--- src/rtl/reorder_buffer.sv ---
// In-order retirement queue: allocates rename tags, collects CDB results, commits in program order.
// Optional ROB_FLUSH_EN: a committed mispredicted branch flushes the whole buffer and redirects the PC.
module reorder_buffer #(
  parameter int ROB_DEPTH = 16,
  parameter int IDX_W     = 4
) (
  input  logic             clk,
  input  logic             rst,
  input  logic             rdy,
  input  logic             alloc_valid,
  input  logic [4:0]       alloc_rd,
  output logic             alloc_ready,
  output logic [IDX_W-1:0] alloc_tag,
  input  logic             wb_valid,
  input  logic [IDX_W-1:0] wb_tag,
  input  logic [31:0]      wb_value,
  input  logic             wb_mispredict,
  input  logic [31:0]      wb_target,
  input  logic [IDX_W-1:0] q1_tag,
  input  logic [IDX_W-1:0] q2_tag,
  output logic             q1_ready,
  output logic             q2_ready,
  output logic [31:0]      q1_value,
  output logic [31:0]      q2_value,
  output logic             commit_valid,
  output logic [4:0]       rob_commit_index,
  output logic [IDX_W-1:0] rob_commit_rename,
  output logic [31:0]      rob_commit_value,
  output logic             flush_out,
  output logic [31:0]      flush_pc,
  output logic             empty
);

  logic [ROB_DEPTH-1:0] busy;
  logic [ROB_DEPTH-1:0] ready;
  logic [4:0]           rd_mem    [ROB_DEPTH];
  logic [31:0]          value_mem [ROB_DEPTH];
  logic [IDX_W-1:0]     head;
  logic [IDX_W-1:0]     tail;
  logic [IDX_W:0]       count;
  logic                 do_alloc;
  logic                 do_wb;
  logic                 do_commit;
  logic                 do_flush;
  logic [31:0]          flush_pc_next;

  // alloc_ready looks only at the registered count, so a full buffer never reuses a slot freed this edge
  assign alloc_ready = (count < (IDX_W+1)'(ROB_DEPTH));
  assign alloc_tag   = tail;
  assign empty       = (count == '0);
  assign do_alloc    = alloc_valid && alloc_ready;
  assign do_wb       = wb_valid && busy[wb_tag];
  assign do_commit   = busy[head] && ready[head];

`ifdef ROB_FLUSH_EN
  logic [ROB_DEPTH-1:0] mispredict;
  logic [31:0]          target_mem [ROB_DEPTH];

  assign do_flush      = do_commit && mispredict[head];
  assign flush_pc_next = do_flush ? target_mem[head] : '0;
`else
  logic unused_flush;

  assign do_flush      = 1'b0;
  assign flush_pc_next = '0;
  assign unused_flush  = ^{wb_mispredict, wb_target};
`endif

  always_ff @(posedge clk or posedge rst) begin
    if (rst) begin
      head              <= '0;
      tail              <= '0;
      count             <= '0;
      busy              <= '0;
      ready             <= '0;
      commit_valid      <= 1'b0;
      rob_commit_index  <= '0;
      rob_commit_rename <= '0;
      rob_commit_value  <= '0;
      flush_out         <= 1'b0;
      flush_pc          <= '0;
    end else if (rdy) begin
      commit_valid      <= do_commit;
      rob_commit_index  <= do_commit ? rd_mem[head] : '0;
      rob_commit_rename <= do_commit ? head : '0;
      rob_commit_value  <= do_commit ? value_mem[head] : '0;
      flush_out         <= do_flush;
      flush_pc          <= flush_pc_next;
      if (do_flush) begin
        head  <= '0;
        tail  <= '0;
        count <= '0;
        busy  <= '0;
        ready <= '0;
      end else begin
        if (do_wb) ready[wb_tag] <= 1'b1;
        if (do_commit) begin
          busy[head]  <= 1'b0;
          ready[head] <= 1'b0;
          head        <= head + IDX_W'(1);
        end
        if (do_alloc) begin
          busy[tail]  <= 1'b1;
          ready[tail] <= 1'b0;
          tail        <= tail + IDX_W'(1);
        end
        if (do_alloc && !do_commit)
          count <= count + (IDX_W+1)'(1);
        else if (!do_alloc && do_commit)
          count <= count - (IDX_W+1)'(1);
      end
    end
  end

  // payload storage needs no reset: it is only read behind busy/ready
  always_ff @(posedge clk) begin
    if (rdy) begin
      if (do_alloc) rd_mem[tail] <= alloc_rd;
      if (do_wb) begin
        value_mem[wb_tag] <= wb_value;
`ifdef ROB_FLUSH_EN
        mispredict[wb_tag] <= wb_mispredict;
        target_mem[wb_tag] <= wb_target;
`endif
      end
    end
  end

  function automatic logic [32:0] query(input logic [IDX_W-1:0] tag);
    logic [32:0] res;
    res = '0;
    if (busy[tag]) begin
      if (wb_valid && wb_tag == tag) res = {1'b1, wb_value};
      else if (ready[tag])           res = {1'b1, value_mem[tag]};
    end
    return res;
  endfunction

  always_comb begin
    {q1_ready, q1_value} = query(q1_tag);
    {q2_ready, q2_value} = query(q2_tag);
  end

endmodule

--- config.mk ---
export PLATFORM = sky130hd
export DESIGN_NAME = reorder_buffer
export DESIGN_NICKNAME = d
export VERILOG_FILES = /design/src/rtl/reorder_buffer.sv
export SDC_FILE = /design/constraint.sdc
export NUM_CORES = 1
export LEC_CHECK = 0
export ABC_AREA = 1
export CELL_PAD_IN_SITES_DETAIL_PLACEMENT = 0
export CELL_PAD_IN_SITES_GLOBAL_PLACEMENT = 1
export CORE_UTILIZATION = 45
export CTS_CLUSTER_DIAMETER = 30
export CTS_CLUSTER_SIZE = 16
export DETAILED_ROUTE_END_ITERATION = 10
export GPL_ROUTABILITY_DRIVEN = 0
export MAX_ROUTING_LAYER = met4
export PLACE_DENSITY_LB_ADDON = 0.1
export RECOVER_POWER = 50
export SLEW_MARGIN = 20
export SYNTH_ARGS = -nofsm -noshare
export SYNTH_HDL_FRONTEND = slang
export SYNTH_SLANG_ARGS = --single-unit
--- constraint.sdc ---
create_clock -name clk -period 11.4 [get_ports clk]
set_input_delay 2.28 -clock clk [delete_from_list [all_inputs] [get_ports clk]]
set_output_delay 2.28 -clock clk [all_outputs]
set_load 0.01 [all_outputs]
# After elaboration in Yosys (flattened, before gate mapping)
# Memory sizes are Yosys's and may differ from the RTL's.
# Index checks and enable logic that the tools add are counted.
# totals
regBits,87
ram_bits,592
in_bits,87
output_inout_bits,147
memories,2
# mem_list
memory,depth,word_bits,read_ports,rd_ports_with_merged_regs,write_ports,line,text
value_mem,16,32,3,0,1,37,logic [31:0] value_mem [ROB_DEPTH];
rd_mem,16,5,1,0,1,36,logic [4:0] rd_mem [ROB_DEPTH];
# classes
n_addsub,4
magnitude_cmp,9
eq_ne,2
muxes,45
bitwise,7
n_reduce_logical,17
# ops
op,n
$mux W33,6
$mux W16,8
$and A16 B16 Y16,3
$mux W32,1
$not A16 Y16,2
$or A16 B16 Y16,2
$bmux W1 S4,7
$lt A4 B5 Y1 const B,5
$mux W1,16
$mux W5,3
$demux W1 S4,3
$ge A4 B1 Y1 const B,3
$logic_and A1 B1 Y1,10
$add A4 B1 Y4 const B,2
$eq A4 B4 Y1,2
$reduce_and A2 Y1,3
$add A5 B1 Y5 const B,1
$logic_not A5 Y1,1
$lt A5 B5 Y1 const B,1
$sub A5 B1 Y5 const B,1
$mux W4,1
$logic_not A1 Y1,2
$reduce_bool A2 Y1,1

# Depth between registers and ports, before layout
# depth
ltp_word,12
depth_mapped,20

# Worst setup path after synthesis
# Ideal clock, no wire load.
# synth_path
path_type,input to output
startpoint,input q1_tag[0]
endpoint,output q1_value[12]
arrival_ns,3.628
setup_slack_ns,5.492
cell_stages,12
path_buffers,5
path_cell_list,buf_4 > buf_6 > buf_6 > buf_6 > buf_2 > a21oi_1 > o21ai_0 > nand3_1 > nand3_1 > nand3_1 > o21ai_0 > nor2_1
# synth_via
elab_chain_cells,5
elab_cells_between_ends,10
cone_classes,eq/ne (1); mux (7); reduce/logical (1); memory (1)
# synth_rtl
element,line,text
start: declaration,19,"input logic [IDX_W-1:0] q1_tag,"
$bmux W1 S4,134,"else if (ready[tag]) res = {1'b1, value_mem[tag]};"
$mux W1 (implied by the code),134,
$mux W33,134,
$mux W33,133,"if (wb_valid && wb_tag == tag) res = {1'b1, wb_value};"
$mux W33 *,132,if (busy[tag]) begin
end: declaration,23,"output logic [31:0] q1_value,"
# Every way passes the cells marked *; elsewhere a longest branch is shown, timed or not. The select of a mux whose other input is x is not followed.

# Worst setup path in the final report
# layout_path
startpoint,input q2_tag[0]
endpoint,output q2_value[29]
# layout_via
elab_chain_cells,5
elab_cells_between_ends,10
cone_classes,eq/ne (1); mux (7); reduce/logical (1); memory (1)
# layout_rtl
element,line,text
start: declaration,20,"input logic [IDX_W-1:0] q2_tag,"
$bmux W1 S4,134,
$mux W1 (implied by the code),134,
$mux W33,134,
$mux W33,133,
$mux W33 *,132,
end: declaration,24,"output logic [31:0] q2_value,"
# Marked as above.

==> reports/metrics.yaml <==
drtPass1Iterations: 6
p_leak_nw: 17.8
synth.distinct_cells: 38
grt_pass1_vias: 32600
crit_path_max_fanout: 162
synth_area_leader_cell: "edfxtp_1"
clk_transition_reported_paths_ns: 0.04
arrival_ns: 6.27
antenna_found_initial: 5
numCtsBuffers: 168
synthFlopType: "edfxtp_1"
placedInstanceArea_um2: 40200
cts_tree: "yes"
dp_cells: 5544
clockBufferDepth: 3
multi_input_area_um2: 15200
ant_nets: 0
worstSetupPathType: "input port to output pin"
crit_required_ns: 9.12
grt_usage_pct: 33.7
ir_drop_mv: 0.180
ctsHoldBuffers: 0
ys_top_cells_by_area: "edfxtp_1 (46%), o21ai_0 (10%), a21oi_1 (9.6%)"
slew_headroom_pct: -165
nets: 4681
row_count: 106
final_common_cell: "o21ai_0"
coreArea_um2: 84100
routedWlPerCell_um: 24.3
slew_viol_final: 149
avgSynthCellArea_um2: 8.41
cp-end-kind: "output pin"
maxCapViolCount: 3
vias: 34600
cts_root_buf: "clkbuf_16"
maxClockFrequency_ghz: 0.117
wl_um: 142000
worst_slew_pin_slew_ns: 3.98
fp.dieW_um: 294
synth_edf_count: 592
setup_violations: 0
clk_latency_ns: 0.76
violations: "capacitance limit, slew limit"
clock_skew_ns: 0.0424
post_cts_buffers: 0
grt-ovfl-total: 0
grt_max_degree: 163
syn_inst: 4571
grt_pass1_wl_um: 209000
final_cell_mix: "o21ai_0 (790), a21oi_1 (739), edfxtp_1 (592)"
final_cell_area_um2: 46100
hpwl_um: 72900
postLayoutCoreUtil_pct: 54.8
status: "finished with violations"
power_per_cell_area_nw_per_um2: 229
finalPower_mw: 10.6
ios: 234
finalHoldViolCount: 0
layout-drive-gt1-share_pct: 8.10
via_per_inst: 5.91
reg2reg_slack_ns: 6.57
initial_core_util_pct: 45.7
grt_setup_unrepaired: "false"
yosysTopAreaCellShare_pct: 46.2
drc: 0
synth_warnings: 0
io_buffer_count: 167
hold_class: "flop to flop"
h-tree-depth: 4
cts.sinks: 679
netlist_area_um2: 38500
drtIter0Drc: 3942
postCtsResizedCells: 0
post_layout_nonfiller_instances: 5863
synth_seq_cells: 679
final.period_utilization_pct: 75.0
worst_setup_path_start_kind: "input port"
fin_setup_tns_ns: 0
fin_crit_ns: 8.55
register_area_um2: 20000
syn2layout_area_growth_pct: 19.7
fillCellCount: 7807
die_y_um: 294
ys_seq_area_share_pct: 51.9
die_area_um2: 86600
synthArstFlopShare_pct: 12.8
==> logic make-up (layout without fill, tap and decap cells) <==
family | after synthesis | after routing | share of synthesized area [%]
flops | 679 | 679 | 51.9
xor+xnor | 9 | 9 | 0.205
other cells | 1 | 36 | 0.00975
mux | 1 | 1 | 0.0260
fa+ha+maj | 14 | 14 | 0.475
compound gates | 1699 | 1699 | 23.1
buf+inv | 803 | 926 | 8.95
simple gates | 1365 | 1365 | 15.3
==> through the flow <==
step                hold slack, ns  setup slack (ns)
floorplan                    0.442              5.49
global placement             0.458              2.91
detailed placement           0.469              2.89
CTS                          0.479              2.89
global route                 0.487              2.60
finish                       0.468              2.85
==> worst max-delay path: stages <==
cell and delay [ns]:
buf_8 0.59, buf_12 0.58, a21oi_1 0.14, o21ai_0 0.11, nand2_1 0.06, o21ai_0 0.35, o21ai_0 0.26, o21ai_4 0.72
buf_4 0.42, nor2_1 0.16, clkdlybuf4s50_1 0.51
==> area by class of cell <==
type / count / area share [%]
antenna: 3 / 0.0163
clock buffer: 205 / 9.63
clock inverter: 111 / 3.03
inverter: 387 / 3.21
multi-input combinational: 3121 / 33.1
sequential: 679 / 43.3
tap: 1134 / 3.08
timing repair buffer: 223 / 4.60
==> worst paths after layout <==
path	from	end	cells after the start
worst max-delay path	q2_tag[0]	q2_value[29]	11
worst min-delay path	rob_commit_value[11]$_DFFE_PP0P_	rob_commit_value[11]$_DFFE_PP0P_	2
worst max register to register	head[0]$_DFFE_PP0P_	rob_commit_value[27]$_DFFE_PP0P_	9
worst min register to register	rob_commit_value[11]$_DFFE_PP0P_	rob_commit_value[11]$_DFFE_PP0P_	2
max in group asynchronous	rst	head[0]$_DFFE_PP0P_	3
min in group asynchronous	rst	count[3]$_DFFE_PP0P_	2
==> metal layers <==
metal	track usage, %	routed length, µm	up-vias
li1	-	-	16200
met1	43.1	58600	16500
met2	53.8	67500	1665
met3	4.99	11400	313
met4	13.0	4930	0
met5	-	0	-
==> state kept, by name, indices dropped and copies added, names as in the netlist <==
register	cells
value_mem	512
rob_commit_value	32
count	5
rob_commit_rename	4
rob_commit_index	5
ready	16
alloc_tag	4
rd_mem	80
busy	16
commit_valid	1
head	4
==> cells in the mapped netlist (3+ instances only) <==
library cell and count:
o21ai_0 790, a21oi_1 739, edfxtp_1 592, nand3_1 483, nand2_1 471, inv_1 377
nor2_1 349, buf_2 163, clkbuf_1 140, o211ai_1 97, dfrtp_1 87, buf_1 58
nand4_1 53, buf_4 47, o21ai_1 33, ha_1 13, a32o_1 12, o21ai_2 12
inv_2 9, a22o_1 8, xor2_1 7, buf_6 6, o22ai_1 4, nor3_1 3
==> power breakdown <==
group | internal [mW] | switching (mW) | total [mW]
clock | 3.26 | 1.58 | 4.84
sequential | 2.83 | 0.169 | 3.00
combinational | 0.804 | 1.91 | 2.72
Note: power is estimated with default switching activity, not from simulation.
